### src/rtl/sram_arbiter.sv
// sram_arbiter: two-port valid/ready arbiter and sequencer for a 1-cycle registered-read SRAM.
// Define SRAM_ARB_FIXED_PRIO_EN for fixed port-0 priority; default is round-robin.
module sram_arbiter #(
   parameter int ADDR_WIDTH = 4,
   parameter int DATA_WIDTH = 8
) (
   input  logic                  clk,
   input  logic                  rst,
   input  logic                  req0_valid,
   output logic                  req0_ready,
   input  logic                  req0_we,
   input  logic [ADDR_WIDTH-1:0] req0_addr,
   input  logic [DATA_WIDTH-1:0] req0_wdata,
   output logic                  rsp0_valid,
   output logic [DATA_WIDTH-1:0] rsp0_rdata,
   input  logic                  req1_valid,
   output logic                  req1_ready,
   input  logic                  req1_we,
   input  logic [ADDR_WIDTH-1:0] req1_addr,
   input  logic [DATA_WIDTH-1:0] req1_wdata,
   output logic                  rsp1_valid,
   output logic [DATA_WIDTH-1:0] rsp1_rdata,
   output logic                  sram_we,
   output logic [ADDR_WIDTH-1:0] sram_addr,
   output logic [DATA_WIDTH-1:0] sram_wdata,
   input  logic [DATA_WIDTH-1:0] sram_rdata,
   output logic                  busy
);
   typedef enum logic [1:0] {IDLE, ISSUE, RDATA} state_t;
   state_t state, state_next;
   logic   owner, any_valid, grant;
`ifndef SRAM_ARB_FIXED_PRIO_EN
   logic   last_grant;
`endif

   always_comb begin
      any_valid = req0_valid || req1_valid;
`ifdef SRAM_ARB_FIXED_PRIO_EN
      grant = !req0_valid;
`else
      grant = (req0_valid && req1_valid) ? !last_grant : req1_valid;
`endif
      req0_ready = (state == IDLE) && any_valid && !grant;
      req1_ready = (state == IDLE) && any_valid && grant;
      busy = state != IDLE;
      // sram_we is high in ISSUE exactly when the owned command is a write
      state_next = (state == IDLE)  ? (any_valid ? ISSUE : IDLE) :
                   (state == ISSUE) ? (sram_we ? IDLE : RDATA) : IDLE;
   end

   always_ff @(posedge clk) begin
      if (rst) begin
         state      <= IDLE;
         owner      <= 1'b0;
`ifndef SRAM_ARB_FIXED_PRIO_EN
         last_grant <= 1'b1;
`endif
         sram_we    <= 1'b0;
         sram_addr  <= '0;
         sram_wdata <= '0;
         rsp0_valid <= 1'b0;
         rsp1_valid <= 1'b0;
         rsp0_rdata <= '0;
         rsp1_rdata <= '0;
      end else begin
         state      <= state_next;
         sram_we    <= 1'b0;
         rsp0_valid <= (state == RDATA) && !owner;
         rsp1_valid <= (state == RDATA) && owner;
         if (state == IDLE && any_valid) begin
            sram_we    <= grant ? req1_we : req0_we;
            sram_addr  <= grant ? req1_addr : req0_addr;
            sram_wdata <= grant ? req1_wdata : req0_wdata;
            owner      <= grant;
`ifndef SRAM_ARB_FIXED_PRIO_EN
            last_grant <= grant;
`endif
         end
         if (state == RDATA && owner) rsp1_rdata <= sram_rdata;
         if (state == RDATA && !owner) rsp0_rdata <= sram_rdata;
      end
   end

`ifndef SYNTHESIS
   always_ff @(posedge clk) begin
      if (!rst) begin
         assert (!(sram_we && state != ISSUE)) else $error("sram_we outside ISSUE");
         assert (!(rsp0_valid && rsp1_valid)) else $error("both rsp valid");
         assert (!(req0_ready && req1_ready)) else $error("both ready");
      end
   end
`endif
endmodule

### config.mk
export PLATFORM = sky130hd
export DESIGN_NAME = sram_arbiter
export DESIGN_NICKNAME = d
export VERILOG_FILES = /design/src/rtl/sram_arbiter.sv
export SDC_FILE = /design/constraint.sdc
export NUM_CORES = 1
export LEC_CHECK = 0
export BUFFER_PORTS_ARGS = -buffer_cell sky130_fd_sc_hd__buf_4
export CAP_MARGIN = 40
export CORE_ASPECT_RATIO = 0.8
export CORE_UTILIZATION = 30
export CTS_CLUSTER_DIAMETER = 30
export DETAILED_ROUTE_END_ITERATION = 6
export PLACE_DENSITY = 0.65
export RECOVER_POWER = 25
export SYNTH_ARGS = -nofsm -noshare
export SYNTH_HDL_FRONTEND = slang
export SYNTH_SLANG_ARGS = --single-unit
### constraint.sdc
create_clock -name clk -period 1.4 [get_ports clk]
set_clock_uncertainty 0.1 [all_clocks]
set_input_delay 0.07 -clock clk [delete_from_list [all_inputs] [get_ports clk]]
set_output_delay 0.07 -clock clk [all_outputs]
set_load 0.05 [all_outputs]
* Word-level counts from Yosys, hierarchy flattened
Cells that the tools add are included.
** Word-level totals
- Register bits after elaboration :: 35
- Input bits :: 38
** Cells by class
- Equal/unequal tests :: 2
- Multiplexer cells :: 8
- Bitwise gates (word level) :: 1
- Reduce and logical (&&, ||, !) cells :: 13
** Operators by type and width (count)
- $mux W8 :: 1
- $logic_and A1 B1 Y1 :: 6
- $mux W2 :: 3
- $mux W4 :: 1
- $logic_not A1 Y1 :: 3
- $mux W1 :: 3
- $eq A2 B1 Y1 const B :: 1
- $eq A2 B2 Y1 const B :: 1
- $logic_not A2 Y1 :: 1
- $reduce_bool A2 Y1 :: 1
- $reduce_or A2 Y1 :: 1
- $logic_or A1 B1 Y1 :: 1
- $not A1 Y1 :: 1

* Depth between registers and ports, before layout
Gate-level depths: netlist (run 1).
- Depth after elaboration :: 4
- Depth in mapped cells :: 5
- Mapped depth without buffers :: 4

* Worst setup path after synthesis (run 1)
No wires, ideal clock.
- Path kind :: reg-to-output
- Start :: register state[1]
- End :: output req0_ready
- Arrival :: 1.313 ns
- Setup slack :: -0.083 ns
- Cell stages (with the launch flop) :: 4
- Path buffers :: 0
- Path through :: dfxtp_1 -> nor2_4 -> o21ai_1 -> nor2_1
** On the way
- Longest elaborated chain between the ends :: 3
** RTL lines
- start, declared :: RTL line 30 : state_t state, state_next;
- start signal, assigned :: RTL line 66 : state <= state_next;
- $logic_not A2 Y1 :: RTL line 43 : req0_ready = (state == IDLE) && any_valid && !grant;
- $logic_and A1 B1 Y1 (2 in series) :: RTL line 43
- end, declared :: RTL line 10 : output logic req0_ready,
No other way between the ends.

* Worst setup path after layout (run 1)
- Start :: input req1_valid
- End :: output req0_ready
** On the way
- Longest elaborated chain between the ends :: 4
** RTL lines
- start, declared :: RTL line 16 : input logic req1_valid,
- $logic_and A1 B1 Y1 :: RTL line 41 : grant = (req0_valid && req1_valid) ? !last_grant : req1_valid;
- $mux W1 :: RTL line 41
- $logic_not A1 Y1 :: RTL line 43
- $logic_and A1 B1 Y1 * :: RTL line 43
Every way passes the cells marked *; elsewhere a longest branch is shown, timed or not.

==> run metrics, run 1 <==
initial antenna violation count=0; fin area=0.00248 sq mm; Synth top area share=49.6%; Tmin final=1.37 ns; die area=0.00499 sq mm; Lkg Pwr=1.12 nW; sequential area share after synthesis=49.6%; WL/cell=13.3 microns; placed cell area=0.00200 sq mm; PortBufs=71; Critical Path Start Type=primary input; CTS buffer count=5; Post-Layout Cell Count=315; drt initial violations=47; DRT Pass-1 Iters=4; CP Max Fanout=4; row cnt=21; nets=295; CTS root buf=clkbuf_8; synthesized flop and latch total=35; CTS sink cnt=35; EDFF count, synth=0; CP peak stage delay=0.57 ns; largest net degree at the start of global routing=36; Seq. cell area=704 sq um; CP cell instances=buf_4 > dlygate4sd3_1 > o21ai_2 > nor2_2 > buf_6; Die X=78.8 microns; HP Class=in2reg; cell taking the most area after synthesis=dfxtp_1; critical path class=in2out; Final Cycle Share=98.1%; Core ar.=0.00436 sq mm; first-pass GRT wire length=6930 microns; via count=1,510; predominant post-synthesis flop cell=dfxtp_1; Setup-failing EPs final=0; Core Util, Final=56.9%; Max Fclk=728 MHz; RSZ-0062 raised after global routing=yes; hpwl dp=2640 microns; TritonCTS clock tree=yes; dpl ws=-0.0230 ns; crit-path leading delay family=buffers and inverters; Final Max Slew Viols=0; share of cells above drive strength 1=37.6%; Final Wtd Congestion=0.739; H-tree depth=2; Setup crit end kind=output port; synthesized area=0.00141 sq mm; Max Cap Viol=0; syn_area_per_cell=9.55 sq um; DRC=0; Sum Neg Setup Slack=0 ns; vias in the first global route=1,526; final worst slack=0.0260 ns; initial core utilization=32.4%; status=finished, final reports clean; I/O pin count=72; clock-pin slew on the worst setup and hold paths=0.07 ns; routed vias/inst=4.79; Mapped Nets=186; Final ANT Viol Nets=0; top post-synthesis cells by area=dfxtp_1 (50%), mux2i_1 (12%), a31oi_1 (5.3%); Netlist cell types=25; area grow syn2layout=75.4%; Final Hold Viols=0; WP data arrival=1.20 ns; synth warn=0; Die Y=63.4 microns; asr flop ratio synth=0%; total congestion overflow=0; dpl cells=270; clock latency on the worst-skew pair=0.28 ns; CP Data Required Time=1.23 ns; pwr/cell area=1040 mW/mm^2; GRT Util Overall=18.2%; peak supply drop=609 uV; synthesized instance count=148; Worst path slowest cell=dlygate4sd3_1; Max Buffers Root-to-Sink=2; Layout fillers=415; Least-Margin Pin Slew=0.845 ns; area of the multi-input gates=626 sq um; Slew Limit Headroom=43.5%; WP buf/inv=3; n_diodes=0; WL final=4200 microns
==> power breakdown <==
| group | switching (mW) | total, mW | internal, mW |
|---|---|---|---|
| clock | 0.340 | 0.789 | 0.449 |
| sequential | 0.0369 | 1.09 | 1.05 |
| combinational | 0.394 | 0.689 | 0.296 |
| total | 0.771 | 2.57 | 1.80 |
==> what timing repair did <==
item                       CTS  global route
hold endpoints to repair    30             0
cloned                       0             0
setup endpoints to repair    1             3
hold buffers                35             0
pin swaps                    0             2
setup buffers                0             2
gates resized for setup      2             5
==> metrics by stage <==
| stage | hold slack [ns] | power, mW |
|---|---|---|
| after floorplan | 0.114 | 1.49 |
| after global placement | 0.212 | 1.70 |
| after detailed placement | 0.217 | 1.70 |
| after CTS | 0.0775 | 2.57 |
| after global routing | 0.0971 | 2.69 |
| final | 0.0754 | 2.57 |
==> layout by cell type (no fill, tap or decap) <==
cell / synthesis / layout
o21ai_1: 8 / 7
o21ai_0: 6 / 6
nand2_1: 1 / 1
nand3_1: 12 / 12
nand3b_1: 1 / 1
a21boi_4: 1 / 1
dfxtp_2: 0 / 3
dfxtp_1: 35 / 32
nor2b_1: 1 / 1
o21ai_2: 0 / 1
clkbuf_8: 0 / 7
buf_4: 3 / 77
mux2i_1: 17 / 17
dlygate4sd3_1: 0 / 35
nand4_1: 12 / 12
buf_6: 3 / 2
nor3b_2: 1 / 1
nor2_4: 1 / 1
clkbuf_1: 4 / 1
nor3_1: 1 / 1
a31oi_1: 12 / 12
nand2b_1: 1 / 1
nor4b_1: 1 / 1
buf_12: 0 / 1
inv_2: 1 / 2
nor2_2: 0 / 1
nor2_1: 20 / 19
a211o_1: 1 / 1
a21oi_1: 1 / 1
==> metal layers <==
metal | GRT usage [%] | vias to the layer above | share of wire, %
li1 | - | 756 | -
met1 | 22.5 | 682 | 44
met2 | 29.2 | 63 | 47
met3 | 4.93 | 9 | 7.5
met4 | 8.10 | 0 | 1.8
met5 | 0 | - | 0
==> cells in the mapped netlist (all sizes together) (2+ instances only) <==
cell	count
dfxtp	35
nor2	21
mux2i	17
o21ai	14
a31oi	12
nand3	12
nand4	12
buf	9
clkbuf	4
inv	2
==> path summary, 6_finish.rpt <==
path	startpoint	endpoint	slack (ns)	cells past startpoint
worst min-delay path	rst	rsp1_rdata[0]	0.08	2
worst max-delay path	req1_valid	req0_ready	0.03	5
worst max register to register	state[0]	sram_addr[0]	0.17	4
worst min register to register	sram_we	state[1]	0.33	1
==> cells by family after synthesis <==
group                  share of synthesized area (%)
and+or+nand+nor                                 19.2
DFF                                             49.6
AOI/OAI and AO/OA                               12.6
muxes                                           12.0
buffers and inverters                           6.64
==> area by class of cell <==
type	count	area share, %
sequential	35	28.4
inverter	2	0.303
tap	57	2.88
multi-input combinational	98	25.2
clock buffer	8	4.04
timing repair buffer	115	39.2
==> sequential cells by signal, summed over array words and instances (netlist names), 2 cells and up <==
register    count
sram_wdata      8
rsp0_rdata      8
sram_addr       4
state           2
rsp1_rdata      8
No activity file was read; power rests on OpenSTA's default activity.
==> inputs of run 2 (changes only) <==
--- a/config.mk
+++ b/config.mk
@@ -8,6 +8,7 @@
 export BUFFER_PORTS_ARGS = -buffer_cell sky130_fd_sc_hd__buf_4
 export CAP_MARGIN = 40
 export CORE_ASPECT_RATIO = 0.8
+export CORE_MARGIN = 10
 export CORE_UTILIZATION = 30
 export CTS_CLUSTER_DIAMETER = 30
 export DETAILED_ROUTE_END_ITERATION = 6
==> run metrics, run 2 (synthesis gave the netlist of run 1 again) <==
TritonCTS clock tree=yes; initial antenna violation count=0; Hold Crit Start=req1_valid; Largest regs=rsp0_rdata (8), rsp1_rdata (8), sram_wdata (8); pwr/cell area=1020 mW/mm^2; Die Y=81.4 microns; CTS buffer count=5; status=finished, final reports clean; Crit. Startpoint=state[0]; Worst path slowest cell=dfxtp_2; commonest non-fill, non-tap cell in the layout=buf_4; global route hottest layer=met2; Final ANT Viol Nets=0; Final Cycle Share=98.3%; row cnt=22; clock latency on the worst-skew pair=0.28 ns; Int Pwr=1.73 mW; vias in the first global route=1,499; via count=1,488; CP Max Fanout=5; Sequential Power Share=43.3%; WL/cell=15.1 microns; drt initial violations=63; GRT Util Overall=11.8%; CTS sink cnt=35; overall power=2.52 mW; CP Data Required Time=1.23 ns; Logic pwr share=27.6%; WP buf/inv=1; Switch Pwr=783 uW; dpl cells=274; Max Buffers Root-to-Sink=2; H-tree depth=2; peak supply drop=491 uV; critical path class=reg2out; Critical Path Start Type=flop; total congestion overflow=0; n_diodes=0; Max Fclk=727 MHz; first-pass GRT wire length=7660 microns; hpwl dp=3300 microns; initial core utilization=30.9%; met3 Resource Use GR=4.83%; Slew Limit Headroom=44.4%; share of cells above drive strength 1=37.4%; WP data arrival=1.21 ns; DRT Pass-1 Iters=4; Final Hold Viols=0; Tmin final=1.38 ns; Reg2Reg Launch Point=state[1]; die area=0.00788 sq mm; Final Max Slew Viols=0; I/O pin count=72; Setup crit end kind=output port; Final Wtd Congestion=0.710; DRC=0; Least-Margin Pin Slew=0.831 ns; met2 GRT Util=19.4%; Post-Layout Cell Count=317; routed vias/inst=4.69; WL final=4780 microns; met1 Use GR=13.8%; clock-pin slew on the worst setup and hold paths=0.06 ns; Core Util, Final=54.0%; HP Class=in2reg; Setup-failing EPs final=0; area grow syn2layout=74.6%; Die X=96.8 microns; CTS root buf=clkbuf_8; nets=295; CP cell instances=nor2_4 > o21ai_2 > nor2_2 > buf_6; RSZ-0062 raised after global routing=yes; crit-path leading delay family=flip-flops; clock share of power=29.2%; largest net degree at the start of global routing=36; Lkg Pwr=1.12 nW; most frequent cells in the layout=buf_4 (78), dlygate4sd3_1 (34), dfxtp_1 (34); Max Cap Viol=0; switching share of power=31.1%; CP peak stage delay=0.35 ns; PortBufs=71; Core ar.=0.00457 sq mm
[run 2: cell count changes in the layout (fill, tap and decap cells not counted), sizes merged]
cell / before / now
buf: 80 / 81
dlygate4sd3: 35 / 34
clkinv: 0 / 1
clkbuf: 8 / 6
[run 2: path summary, 6_finish.rpt]
check	slack, ns	cells after the start	endpoint
worst max-delay path	0.02	4	req0_ready
worst min-delay path	0.006	3	state[0]
worst min register to register	0.35	1	state[1]
worst max register to register	0.09	4	rsp0_rdata[1]
[run 2: per-layer routing]
| metal | vias to the layer above | part of all wire [%] |
|---|---|---|
| met3 | 4 | 6.3 |
| met5 | - | 0 |
| met2 | 47 | 48 |
| met4 | 0 | 1.1 |
| li1 | 752 | - |
| met1 | 685 | 44 |
[run 2: through the flow]
step | cell area, sq um | hold WS [ns] | TNS, ns | worst slack, ns
5_1_grt | 2470 | 0.0307 | -0.0761 | -0.0586
2_1_floorplan | 1420 | 0.114 | 0 | 0.130
4_1_cts | 2460 | -0.00449 | 0 | 0.0139
3_3_place_gp | 2010 | 0.211 | 0 | 0.0223
6_report | 2470 | 0.00597 | 0 | 0.0238
3_5_place_dp | 2010 | 0.218 | 0 | 0.00613
[run 2: power by group through the flow]
stage,Combinational [mW],Clock [mW],Sequential [mW]
finish,0.694,0.734,1.09
global route,0.742,0.802,1.09
CTS,0.687,0.741,1.09
detailed placement,0.602,0,1.11
global placement,0.599,0,1.11
floorplan,0.230,0,1.26
[run 2: worst min-delay path, cell delays in order]
cell and delay, ns:
buf_4 0.10, o21ai_2 0.09, nor2_1 0.08
[run 2: cell type report]
type	instances	area [sq um]
inverters	2	10.0
clock buffers	6	82.6
multi-input cells	98	626
clock inverters	1	5.00
well taps	60	75.1
repair buffers	115	968
flip-flops and latches	35	702
fillers	429	2100
[run 2: timing repair]
| action | CTS | global route |
|---|---|---|
| endpoints found under the setup margin | 2 | 3 |
| setup buffers | 2 | 0 |
| hold endpoints to repair | 30 | 0 |
| hold buffers | 34 | 0 |
| pin swaps | 1 | 1 |
| resized for setup | 1 | 5 |
==> inputs of run 3 (changes only) <==
--- a/config.mk
+++ b/config.mk
@@ -9,10 +9,10 @@
 export CAP_MARGIN = 40
 export CORE_ASPECT_RATIO = 0.8
 export CORE_MARGIN = 10
-export CORE_UTILIZATION = 30
+export CORE_UTILIZATION = 40
 export CTS_CLUSTER_DIAMETER = 30
 export DETAILED_ROUTE_END_ITERATION = 6
-export PLACE_DENSITY = 0.65
+export PLACE_DENSITY = 0.8
 export RECOVER_POWER = 25
 export SYNTH_ARGS = -nofsm -noshare
 export SYNTH_HDL_FRONTEND = slang
==> constraint.sdc (replaced) <==
create_clock -name clk -period 1.7 [get_ports clk]
set_clock_uncertainty 0.1 [all_clocks]
set_input_delay 0.085 -clock clk [delete_from_list [all_inputs] [get_ports clk]]
set_output_delay 0.085 -clock clk [all_outputs]
set_load 0.05 [all_outputs]
==> run metrics, run 3 (synthesis gave the netlist of run 1 again) <==
I/O pin count=72; WL final=4640 microns; Die Y=73.2 microns; initial antenna violation count=0; R2R Path End=sram_we; Hold Crit Endpoint=sram_addr[1]; clock latency on the worst-skew pair=0.28 ns; hpwl dp=3090 microns; first-pass GRT wire length=7020 microns; Final Wtd Congestion=0.829; most frequent cells in the layout=buf_4 (60), dfxtp_1 (35), dlygate4sd3_1 (29); post-CTS sizing=0; Max Cap Viol=0; vias in the first global route=1,430; area of the multi-input gates=619 sq um; status=finished, final reports clean; clock-pin slew on the worst setup and hold paths=0.07 ns; Hold Crit Start=req0_addr[1]; routed vias/inst=5.14; drt initial violations=88; Lkg Pwr=0.998 nW; Layout fillers=300; Sum Neg Setup Slack=0 ns; DRC=0; largest net degree at the start of global routing=36; WL/cell=16.1 microns; CTS buffer count=5; CTS root buf=clkbuf_8; total congestion overflow=0; n_diodes=0; DRT Pass-1 Iters=6; H-tree depth=2; Seq. cell area=701 sq um; Worst Hold Slack=0.00816 ns; CP Data Required Time=1.75 ns; die area=0.00633 sq mm; hold path depth=3; peak supply drop=522 uV; Setup-failing EPs final=0; Setup crit end kind=flop; RSZ-0062 raised after global routing=no; GRT Util Overall=13.9%; Max Fclk=648 MHz; pwr/cell area=886 mW/mm^2; Post-CTS Setup Bufs=0; Final Cycle Share=90.8%; Core ar.=0.00342 sq mm; Largest regs=rsp0_rdata (8), rsp1_rdata (8), sram_wdata (8); Die X=86.5 microns; CTS Hold Buffers Added=29; Reg2Reg Depth=4; via count=1,481; Critical Path Start Type=flop; R2R setup slack=0.16 ns; Final ANT Viol Nets=0; TritonCTS clock tree=yes; CP Max Fanout=4; Final Hold Viols=0; HP Class=in2reg; Reg2Reg Launch Point=last_grant; WP data arrival=1.59 ns; CTS sink cnt=35; row cnt=19; commonest non-fill, non-tap cell in the layout=buf_4; Least-Margin Pin Slew=0.808 ns; nets=284; overall power=2.01 mW; Max Buffers Root-to-Sink=2; share of cells above drive strength 1=28.9%; PortBufs=71; initial core utilization=41.3%; Tmin final=1.54 ns; critical path class=reg2reg; Slew Limit Headroom=46.0%; Final Max Slew Viols=0; area grow syn2layout=60.2%
-- run 3: routing by layer --
layer | routed length, microns | global-route usage, % | share of wire (%) | vias to the layer above
met1 | 1960 | 16.5 | 42 | 676
met3 | 378 | 5.58 | 8.1 | 9
met5 | 0 | 0 | 0 | -
li1 | - | - | - | 730
met2 | 2220 | 21.7 | 48 | 66
met4 | 78 | 5.75 | 1.7 | 0
-- run 3: worst max-delay path by stage --
stage	from	to	slack, ns	cells past startpoint
after floorplan	state[1]	req0_ready	0.20	3
after global placement	req0_valid	sram_wdata[1]	0.35	4
after detailed placement	req0_valid	sram_wdata[7]	0.28	4
after CTS	last_grant	sram_we	0.17	4
after global routing	last_grant	sram_we	0.06	4
final	last_grant	sram_we	0.16	4
-- run 3: cell type report --
type | count | area share [%]
multi-input cells | 98 | 27.3
repair buffers | 104 | 35.2
flip-flops and latches | 35 | 30.9
clock inverters | 1 | 0.221
clock buffers | 6 | 3.65
well taps | 42 | 2.32
inverters | 2 | 0.331
-- run 3: worst max-delay path, stage by stage (launching register included) --
cell           delay (ns)
dfxtp_1              0.34
a21boi_4             0.18
mux2i_1              0.18
dlygate4sd3_1        0.56
nor3_1               0.04
-- run 3: report_power, final --
part           switching (mW)  leakage [nW]  total (mW)  internal [mW]
combinational           0.319         0.666       0.519          0.199
sequential             0.0283         0.286       0.894          0.866
clock                   0.277        0.0470       0.594          0.318
total                   0.624         0.998        2.01           1.38
-- run 3: metrics by stage --
step	util, %	area (sq um)	std cells	setup WS, ns
2_1_floorplan	-	1410	148	0.202
3_3_place_gp	56.8	1940	252	0.346
3_5_place_dp	56.8	1940	252	0.278
4_1_cts	67.8	2320	288	0.168
5_1_grt	66.2	2260	288	0.0650
6_report	66.2	2260	288	0.157
